<file path="src/rtl/marker_row_tracker.sv">
// rtl/marker_row_tracker.sv - links per-row stripe centres into vertical tracks, publishes longest per frame
module marker_row_tracker #(
  parameter int X_TOL    = 8,
  parameter int MIN_ROWS = 5,
  parameter int MAX_GAP  = 2
) (
  input  logic        clk_in,
  input  logic        rst_in,
  input  logic        done_in,
  input  logic [10:0] coord_in,
  input  logic [10:0] nt_prob_in,
  input  logic [9:0]  vcount_in,
  input  logic        row_end_in,
  input  logic        frame_end_in,
  output logic [10:0] marker_x_out,
  output logic [9:0]  marker_y_out,
  output logic [7:0]  marker_rows_out,
  output logic        marker_found_out,
  output logic        marker_valid_out
);

  localparam logic [10:0] X_TOL_W    = 11'(X_TOL);
  localparam logic [7:0]  MIN_ROWS_W = 8'(MIN_ROWS);
  localparam logic [2:0]  MAX_GAP_W  = 3'(MAX_GAP);

  typedef enum logic [1:0] {IDLE, ROW_EVAL, FRAME_CLOSE, PUBLISH} state_t;
  state_t state, state_nxt;

  logic        cand_valid;
  logic [10:0] cand_x, cand_nt;
  logic        pend_present;
  logic [10:0] pend_x;
  logic [9:0]  pend_y;
  logic        row_pending, frame_pending;

  logic        trk_open;
  logic [10:0] trk_x;
  logic [9:0]  trk_yf, trk_yl;
  logic [7:0]  trk_rows;
  logic [2:0]  trk_gap;
  logic [10:0] best_x;
  logic [9:0]  best_yf, best_yl;
  logic [7:0]  best_rows;

  // A done_in on the row_end_in cycle still competes for the ending row.
  logic take_new;
  assign take_new = done_in && (!cand_valid || (nt_prob_in < cand_nt));

  always_ff @(posedge clk_in) begin
    if (rst_in) begin
      cand_valid   <= 1'b0;
      cand_x       <= '0;
      cand_nt      <= '0;
      pend_present <= 1'b0;
      pend_x       <= '0;
      pend_y       <= '0;
    end else if (row_end_in) begin
      cand_valid   <= 1'b0;
      pend_present <= cand_valid || done_in;
      pend_x       <= take_new ? coord_in : cand_x;
      pend_y       <= vcount_in;
    end else if (take_new) begin
      cand_valid <= 1'b1;
      cand_x     <= coord_in;
      cand_nt    <= nt_prob_in;
    end
  end

  always_ff @(posedge clk_in) begin
    if (rst_in) begin
      row_pending   <= 1'b0;
      frame_pending <= 1'b0;
    end else begin
      if (row_end_in)                 row_pending <= 1'b1;
      else if (state == ROW_EVAL)     row_pending <= 1'b0;
      if (frame_end_in)               frame_pending <= 1'b1;
      else if (state == FRAME_CLOSE)  frame_pending <= 1'b0;
    end
  end

  // Raw event inputs are looked at too so that IDLE does not cost a cycle of latency.
  always_comb begin
    state_nxt = state;
    case (state)
      IDLE: begin
        if (row_pending || row_end_in)          state_nxt = ROW_EVAL;
        else if (frame_pending || frame_end_in) state_nxt = FRAME_CLOSE;
      end
      ROW_EVAL:    state_nxt = (frame_pending || frame_end_in) ? FRAME_CLOSE : IDLE;
      FRAME_CLOSE: state_nxt = PUBLISH;
      PUBLISH:     state_nxt = IDLE;
      default:     state_nxt = IDLE;
    endcase
  end

  always_ff @(posedge clk_in) begin
    if (rst_in) state <= IDLE;
    else        state <= state_nxt;
  end

  logic [10:0] x_diff;
  logic        x_match;
  logic [2:0]  gap_inc;
  logic        gap_over;
  logic        close_now, close_qual;
  logic [10:0] fin_x;
  logic [9:0]  fin_yf, fin_yl;
  logic [7:0]  fin_rows;
  logic [10:0] y_sum;

  assign x_diff   = (pend_x >= trk_x) ? (pend_x - trk_x) : (trk_x - pend_x);
  assign x_match  = x_diff <= X_TOL_W;
  assign gap_inc  = (trk_gap == 3'd7) ? 3'd7 : trk_gap + 3'd1;
  assign gap_over = gap_inc > MAX_GAP_W;

  always_comb begin
    close_now = 1'b0;
    if (trk_open) begin
      if (state == ROW_EVAL)         close_now = pend_present ? !x_match : gap_over;
      else if (state == FRAME_CLOSE) close_now = 1'b1;
    end
  end

  // Strictly longer wins, so the earliest of equal-length tracks is kept.
  assign close_qual = close_now && (trk_rows >= MIN_ROWS_W) && (trk_rows > best_rows);
  assign fin_x    = close_qual ? trk_x    : best_x;
  assign fin_yf   = close_qual ? trk_yf   : best_yf;
  assign fin_yl   = close_qual ? trk_yl   : best_yl;
  assign fin_rows = close_qual ? trk_rows : best_rows;
  assign y_sum    = {1'b0, fin_yf} + {1'b0, fin_yl};

  always_ff @(posedge clk_in) begin
    if (rst_in || state == PUBLISH) begin
      trk_open  <= 1'b0;
      trk_x     <= '0;
      trk_yf    <= '0;
      trk_yl    <= '0;
      trk_rows  <= '0;
      trk_gap   <= '0;
      best_x    <= '0;
      best_yf   <= '0;
      best_yl   <= '0;
      best_rows <= '0;
    end else begin
      if (close_qual) begin
        best_x    <= trk_x;
        best_yf   <= trk_yf;
        best_yl   <= trk_yl;
        best_rows <= trk_rows;
      end
      if (state == ROW_EVAL) begin
        if (pend_present) begin
          if (trk_open && x_match) begin
            trk_rows <= (trk_rows == 8'hFF) ? 8'hFF : trk_rows + 8'd1;
            trk_x    <= pend_x;
            trk_yl   <= pend_y;
            trk_gap  <= '0;
          end else begin
            trk_open <= 1'b1;
            trk_x    <= pend_x;
            trk_yf   <= pend_y;
            trk_yl   <= pend_y;
            trk_rows <= 8'd1;
            trk_gap  <= '0;
          end
        end else if (trk_open) begin
          trk_gap <= gap_inc;
          if (gap_over) trk_open <= 1'b0;
        end
      end else if (state == FRAME_CLOSE) begin
        trk_open <= 1'b0;
      end
    end
  end

  // Results are registered at the end of FRAME_CLOSE, so they appear together with the PUBLISH strobe.
  always_ff @(posedge clk_in) begin
    if (rst_in) begin
      marker_x_out     <= '0;
      marker_y_out     <= '0;
      marker_rows_out  <= '0;
      marker_found_out <= 1'b0;
      marker_valid_out <= 1'b0;
    end else begin
      marker_valid_out <= (state == FRAME_CLOSE);
      if (state == FRAME_CLOSE) begin
        marker_found_out <= (fin_rows != 8'd0);
        marker_x_out     <= (fin_rows != 8'd0) ? fin_x : 11'd0;
        marker_y_out     <= (fin_rows != 8'd0) ? y_sum[10:1] : 10'd0;
        marker_rows_out  <= fin_rows;
      end
    end
  end

endmodule

</file>
<file path="config.mk">
export PLATFORM = sky130hd
export DESIGN_NAME = marker_row_tracker
export DESIGN_NICKNAME = d
export VERILOG_FILES = /design/src/rtl/marker_row_tracker.sv
export SDC_FILE = /design/constraint.sdc
export NUM_CORES = 1
export LEC_CHECK = 0
export CORE_UTILIZATION = 50
export CTS_CLUSTER_SIZE = 12
export DETAILED_ROUTE_END_ITERATION = 7
export PLACE_DENSITY = 0.67
export SLEW_MARGIN = 10
export SYNTH_ARGS = -nofsm -noshare
export SYNTH_HDL_FRONTEND = slang
export SYNTH_SLANG_ARGS = --single-unit
</file>
<file path="constraint.sdc">
create_clock -name clk_in -period 10.28 [get_ports clk_in]
set_clock_uncertainty 0.15 [all_clocks]
set_input_delay 3.084 -clock clk_in [delete_from_list [all_inputs] [get_ports clk_in]]
set_output_delay 3.084 -clock clk_in [all_outputs]
set_load 0.05 [all_outputs]
</file>
# Word level (Yosys, flattened, before mapping)
# Cells that the tools add are included.
# classes
addsub,5
n_mul,0
div,0
magnitude_cmp,6
eq_ne,7
shifts,0
muxes,30
n_bitwise,2
n_reduce_logical,23
# op_table
cell,count
11-bit two-way mux,4
10-bit two-way mux,3
8-bit two-way mux,3
11-bit subtractor,2
1-bit two-way mux,13
10-bit by 10-bit adder with 11-bit output,1
11-bit greater-or-equal comparator,1
"11-bit by 4-bit <= comparator with 1-bit output, second input constant",1
11-bit < comparator,1
3-bit two-way mux,3
"8-bit by 1-bit adder with 8-bit output, second input constant",1
"8-bit == test, second input constant",1
"8-bit by 3-bit greater-or-equal comparator with 1-bit output, second input constant",1
8-bit > comparator,1
2-bit one-hot mux with 4 select lines,1
2-bit AND reduction,4
2-bit nonzero test,4
8-bit nonzero test,1
2-bit two-way mux,3
"3-bit inequality test, second input constant",2
1-bit logical OR,5
"2-bit == test, second input constant",2
1-bit logical AND,4
"3-bit by 1-bit adder with 3-bit output, second input constant",1
other kinds (8),10
# totals
ff_bits,162
latchBits,0
ram_bits,0
mem_bits_ro,0
input_bits,37
out_inout_bits,31
wordCells,97
n_memories,0

# Depth between registers and ports, before layout
# depth
depth_word,12
depth_mapped,28
depth_no_buf,24

# Worst setup path after synthesis
# Ideal clock, no wire load.
# synth_timing
path_type,input-to-reg
startpoint,input port nt_prob_in[1]
endpoint,register cand_x[4]
setup_time_ns,0.128
arrival_ns,5.528
required_time_ns,10.002
slack_ns,4.475
path_stages,14
n_path_buf,1
cell_sequence,ha_1 > a21o_1 > a21o_1 > a21o_1 > a21o_1 > a21o_1 > a21o_1 > a21oi_1 > o21ai_1 > a31o_2 > nor2_1 > buf_2 > mux2i_1 > nor2_1
# synth_via
elab_chain_cells,4
# synth_lines
element,line_no,source
from (decl),11,"input logic [10:0] nt_prob_in,"
11-bit < comparator,47,assign take_new = done_in && (!cand_valid || (nt_prob_in < cand_nt));
1-bit logical OR,47,
1-bit logical AND,47,
11-bit two-way mux,--,
to (signal assigned),64,cand_x <= coord_in;
to (decl),30,"logic [10:0] cand_x, cand_nt;"
# Every way passes these cells.
# A chain may end at the register's enable or synchronous reset.

# Final worst setup path
# layout_timing
startpoint,register pend_x[6]
endpoint,register marker_y_out[9]
# layout_via
elab_chain_cells,12
elab_cells_between_ends,17
classes_between,add/sub (3); order compare (2); mux (8); reduce/logical (4)
# layout_lines
element,line_no,source
from (decl),32,logic [10:0] pend_x;
from (signal assigned),60,pend_x <= take_new ? coord_in : cand_x;
11-bit subtractor or 11-bit greater-or-equal comparator (tied branches),111,assign x_diff = (pend_x >= trk_x) ? (pend_x - trk_x) : (trk_x - pend_x);
11-bit two-way mux (*),111,
11-bit by 4-bit <= comparator with 1-bit output (*),112,assign x_match = x_diff <= X_TOL_W;
1-bit zero test (*),119,if (state == ROW_EVAL) close_now = pend_present ? !x_match : gap_over;
1-bit two-way mux (*) (2 in series),119,
1-bit two-way mux (*),118,if (trk_open) begin
1-bit logical AND (*) (2 in series),125,assign close_qual = close_now && (trk_rows >= MIN_ROWS_W) && (trk_rows > best_rows);
10-bit two-way mux (*),--,
net fin_yf[2],107,"logic [9:0] fin_yf, fin_yl;"
10-bit by 10-bit adder with 11-bit output (*),130,"assign y_sum = {1'b0, fin_yf} + {1'b0, fin_yl};"
10-bit two-way mux (*),189,marker_y_out <= (fin_rows != 8'd0) ? y_sum[10:1] : 10'd0;
to (signal assigned),189,
to (decl),16,"output logic [9:0] marker_y_out,"
# Mark *: on every way through the listed nets, which the timed path passes. The rest lies on a longest branch.

==> out/summary.txt <==
TIMING
-------------------------------------------------------------------------------------
Final Hold Vio Count ...................................................            0
Sum Neg Setup Slack ....................................................         0 ns
Final cycle utilization of the critical path ...........................        61.8%
Final setup viols ......................................................            0
Crit path setup slack, layout ..........................................      3.93 ns
Max-slew headroom at the worst pin .....................................        33.0%
Transition time of the tightest slew-check pin .........................      1.00 ns
RSZ-0062 raised after global routing ...................................           no
Minimum period implied by the final worst setup slack ..................      6.35 ns
Worst Hold Slack .......................................................     0.303 ns
Max Fclk ...............................................................      157 MHz
Number of max-slew violations in the final report ......................            0

LAYOUT
-------------------------------------------------------------------------------------
Most frequent standard cell in the layout excluding fill and tap cells .      dfxtp_1
Non-filler instance count after layout .................................         1195
Number of diodes added for antenna fixing ..............................            0
Post-route design area .................................................     9430 um2
Fill cell total of the finished layout .................................         1412
Share of post-route cells with drive strength above 1 ..................        6.64%
Most frequent cells in the layout ...................................... dfxtp_1, nor2_1, a21oi_1
Total Nets Final .......................................................         1066
Layout area overhead ...................................................        16.8%

ROUTE
-------------------------------------------------------------------------------------
DRC viols ..............................................................            0
Antenna Nets Post-Route ................................................            0
Vias ...................................................................         6339
Overall routed net length ..............................................     17400 um
Detailed-route wire length per cell ....................................      14.6 um
Number of DRC markers in iteration 0 ...................................          366
Drt pass-1 iters .......................................................            5
Vias per Instance ......................................................         5.30

CLOCK TREE
-------------------------------------------------------------------------------------
Buffers inserted during post-CTS setup optimization ....................            0
Resize count post-CTS ..................................................            0
Number of H-tree branching levels ......................................            4
Clock slew at reported path FFs ........................................      0.06 ns
CTS buffer count .......................................................           17
Maximum buffer depth of the clock tree .................................            2
Root Buffer Master .....................................................    clkbuf_16
Worst-Skew Late Latency ................................................      0.41 ns
Number of hold buffers added after cts .................................            0
TritonCTS sink count ...................................................          162
Clock tree from TritonCTS ..............................................        built

SYNTHESIS
-------------------------------------------------------------------------------------
Syn_nets ...............................................................         1024
Count of unique library cells instantiated by Yosys ....................           63
Adder and majority cell fraction of the synthesized area ...............        9.08%
Count of flip-flops with a built-in enable after synthesis .............            0
Count of mapped cells out of synthesis .................................          929
Post-synthesis share of cell area spent on and, or, nand and nor gates .        17.6%
Share of flip-flops with an asynchronous set or reset after synthesis ..           0%
Combinational family with the most area after synthesis ................ simple AND/OR/NAND/NOR gates
Count of synthesis-stage warnings from yosys ...........................            0
Area fraction in compound gates after synthesis ........................        14.7%
Post-synthesis share of cell area spent on xor and xnor gates ..........        1.95%
Share of the yosys chip area belonging to registers ....................        40.2%
Syn_area_per_cell ......................................................     8.69 um2
Post-synthesis instance area ...........................................     8070 um2
Flip-flop and latch count after synthesis ..............................          162
Multiplexer share of the synthesized area ..............................        11.6%
Post-synth top flop ....................................................      dfxtp_1

PLACED DESIGN
-------------------------------------------------------------------------------------
Post-place instance area ...............................................     8850 um2
Post-Place Setup Slack .................................................      3.64 ns
Placed Cells incl. Taps ................................................         1168
Detailed Place HPWL ....................................................     11900 um
Routability cong. ......................................................        0.954
Number of port buffers .................................................           67

FLOORPLAN
-------------------------------------------------------------------------------------
Number of core rows ....................................................           46
Die W ..................................................................       129 um
Ports ..................................................................           68
DIE HEIGHT .............................................................       129 um
Area of the core .......................................................    15800 um2
Initial core utilization ...............................................        51.0%
Area of the die ........................................................    16700 um2

MIN PATH
-------------------------------------------------------------------------------------
Hold/Removal Path Class ................................................      reg2reg
Hold_sp ................................................................    trk_yl[8]

CRITICAL PATH
-------------------------------------------------------------------------------------
Required @ worst endpoint ..............................................     10.39 ns
FF-to-FF setup slack ...................................................      3.93 ns
Slowest cell on crit path ..............................................      o31ai_4
Critical Path AT .......................................................      6.46 ns
CP Max Fanout ..........................................................           22
Kind of end point of the critical path .................................    flip-flop
Timing startpoint of the critical path .................................    pend_x[6]
Dominant delay contributor by cell family on the critical path ......... compound AO/OA/AOI/OAI gates
WS Path Type ...........................................................      reg2reg
Worst path cell trace .................................................. inv_1 > ha_1 > a21oi_1 > o21bai_1 > a311o_1 > nor2_2 > mux2_4 > xor2_1 > a32oi_2 > o31ai_4 > buf_4 > mux2_2 > ha_1 > nor2b_1 > o21ai_0 > nand2b_1 > a21o_1 > a21o_1 > a21o_1 > a21o_1 > a21oi_1 > nor2b_1 > o211ai_1 > a21oi_1
Peak per-stage delay on the critical path ..............................      0.71 ns
Reg-to-Reg Start .......................................................    pend_x[6]
Cell occurring most often along the worst timing path ..................       a21o_1
Crit path launch type ..................................................    flip-flop
Worst path buffer plus inverter count ..................................            2

STATUS
-------------------------------------------------------------------------------------
Result of the run ...................................................... complete, no violations

GRT
-------------------------------------------------------------------------------------
Vias in the first global route .........................................         5933
Remaining Overflow, GRT ................................................            0
Total track usage ......................................................        22.1%
Maximum number of pins on one net before global-route repair ...........           81
Initial antenna violation count ........................................            0
Global-route wire length before repair .................................     29200 um

POWER
-------------------------------------------------------------------------------------
Switching power share of the total .....................................        27.2%
Max VDD drop ...........................................................   0.000132 V
Pwr Density ............................................................   166 nW/um2
Register share of total power ..........................................        43.0%
Switching pwr ..........................................................       427 uW
Internal Power .........................................................      1140 uW
Part of the total power dissipated in combinational logic ..............        17.7%
Total leakage power ....................................................   0.00370 uW
Part of the total power dissipated in the clock network ................        39.4%

RUN
-------------------------------------------------------------------------------------
Max-capacitance violation count ........................................            0

## worst register-to-register path, cell delays in order, from the launching register on
cell and delay, ns:
dfxtp_1 0.39, inv_1 0.06, ha_1 0.46, a21oi_1 0.34, o21bai_1 0.10, a311o_1 0.36
nor2_2 0.19, mux2_4 0.32, xor2_1 0.18, a32oi_2 0.18, o31ai_4 0.71, buf_4 0.43
mux2_2 0.39, ha_1 0.36, nor2b_1 0.16, o21ai_0 0.15, nand2b_1 0.11, a21o_1 0.18
a21o_1 0.19, a21o_1 0.17, a21o_1 0.19, a21oi_1 0.14, nor2b_1 0.05, o211ai_1 0.15
a21oi_1 0.09
## cell type report
class | instances | area [um2] | area share (%)
Multi-Input combinational cell | 665 | 4440 | 47.1
Inverter | 51 | 191 | 2.03
Clock inverter | 4 | 76.3 | 0.809
Tap cell | 216 | 270 | 2.87
Clock buffer | 23 | 498 | 5.28
Sequential cell | 162 | 3240 | 34.4
Timing Repair Buffer | 74 | 713 | 7.56
## cell usage after synthesis (3+ instances only)
cell      count  area, um2
a21o_1       14        105
buf_2        12       60.1
nand2b_1      6       37.5
nand3_1      19       95.1
and4_1        3       26.3
and3b_1       3       26.3
a31oi_1       6       37.5
nand4_1       8       50.1
o21ai_0      15       75.1
a211oi_1     27        203
buf_1         3       11.3
a21oi_1      87        435
nand2_1      73        274
nor2b_1      26        163
xor2_1       15        131
and3_1        6       37.5
xnor2_1       3       26.3
mux2i_1      70        701
ha_1         57        713
mux2_2       16        180
nor2_1      140        526
and2_1        4       25.0
clkbuf_1     36        135
nor4_1        4       25.0
nor3_1       10       50.1
inv_1        51        191
dfxtp_1     162       3240
o211ai_1      3       22.5
## state kept, by name (all words and copies together), names as in the netlist, 11 cells and up
signal        cells
trk_x            11
best_x           11
marker_x_out     11
pend_x           11
cand_x           11
cand_nt          11
## metrics by stage
stage / power, uW / utilization (%)
global placement: 961 / 55.9
detailed placement: 962 / 55.9
CTS: 1580 / 59.6
floorplan: 883 / -
global route: 1640 / 59.6
finish: 1570 / 59.6
## logic make-up after synthesis
kind of cell	after synthesis
AOI/OAI and AO/OA	186
muxes	89
buffers and inverters	102
and+or+nand+nor	314
adders and majority gates	58
DFF	162
xor gates and xnor gates	18
## worst paths after layout
kind                           to  depth (start not counted)
hold reg to reg         trk_yl[8]                          2
setup reg to reg  marker_y_out[9]                         24
setup / recovery  marker_y_out[9]                         24
hold / removal          trk_yl[8]                          2
## metal layers
metal	up-vias	track usage (%)	wire length [um]
met1	2925	30.8	8770
met3	14	4.75	561
met2	122	34.7	7880
li1	3278	-	-
met4	0	6.23	183
met5	-	0	0
## power groups by stage
| stage | sequential [uW] | combinational [uW] | clock [uW] |
|---|---|---|---|
| floorplan | 712 | 170 | 0 |
| global route | 677 | 306 | 656 |
| global placement | 686 | 274 | 0 |
| CTS | 673 | 277 | 631 |
| finish | 673 | 277 | 617 |
| detailed placement | 686 | 276 | 0 |
Power figures use the tool's default switching activity.
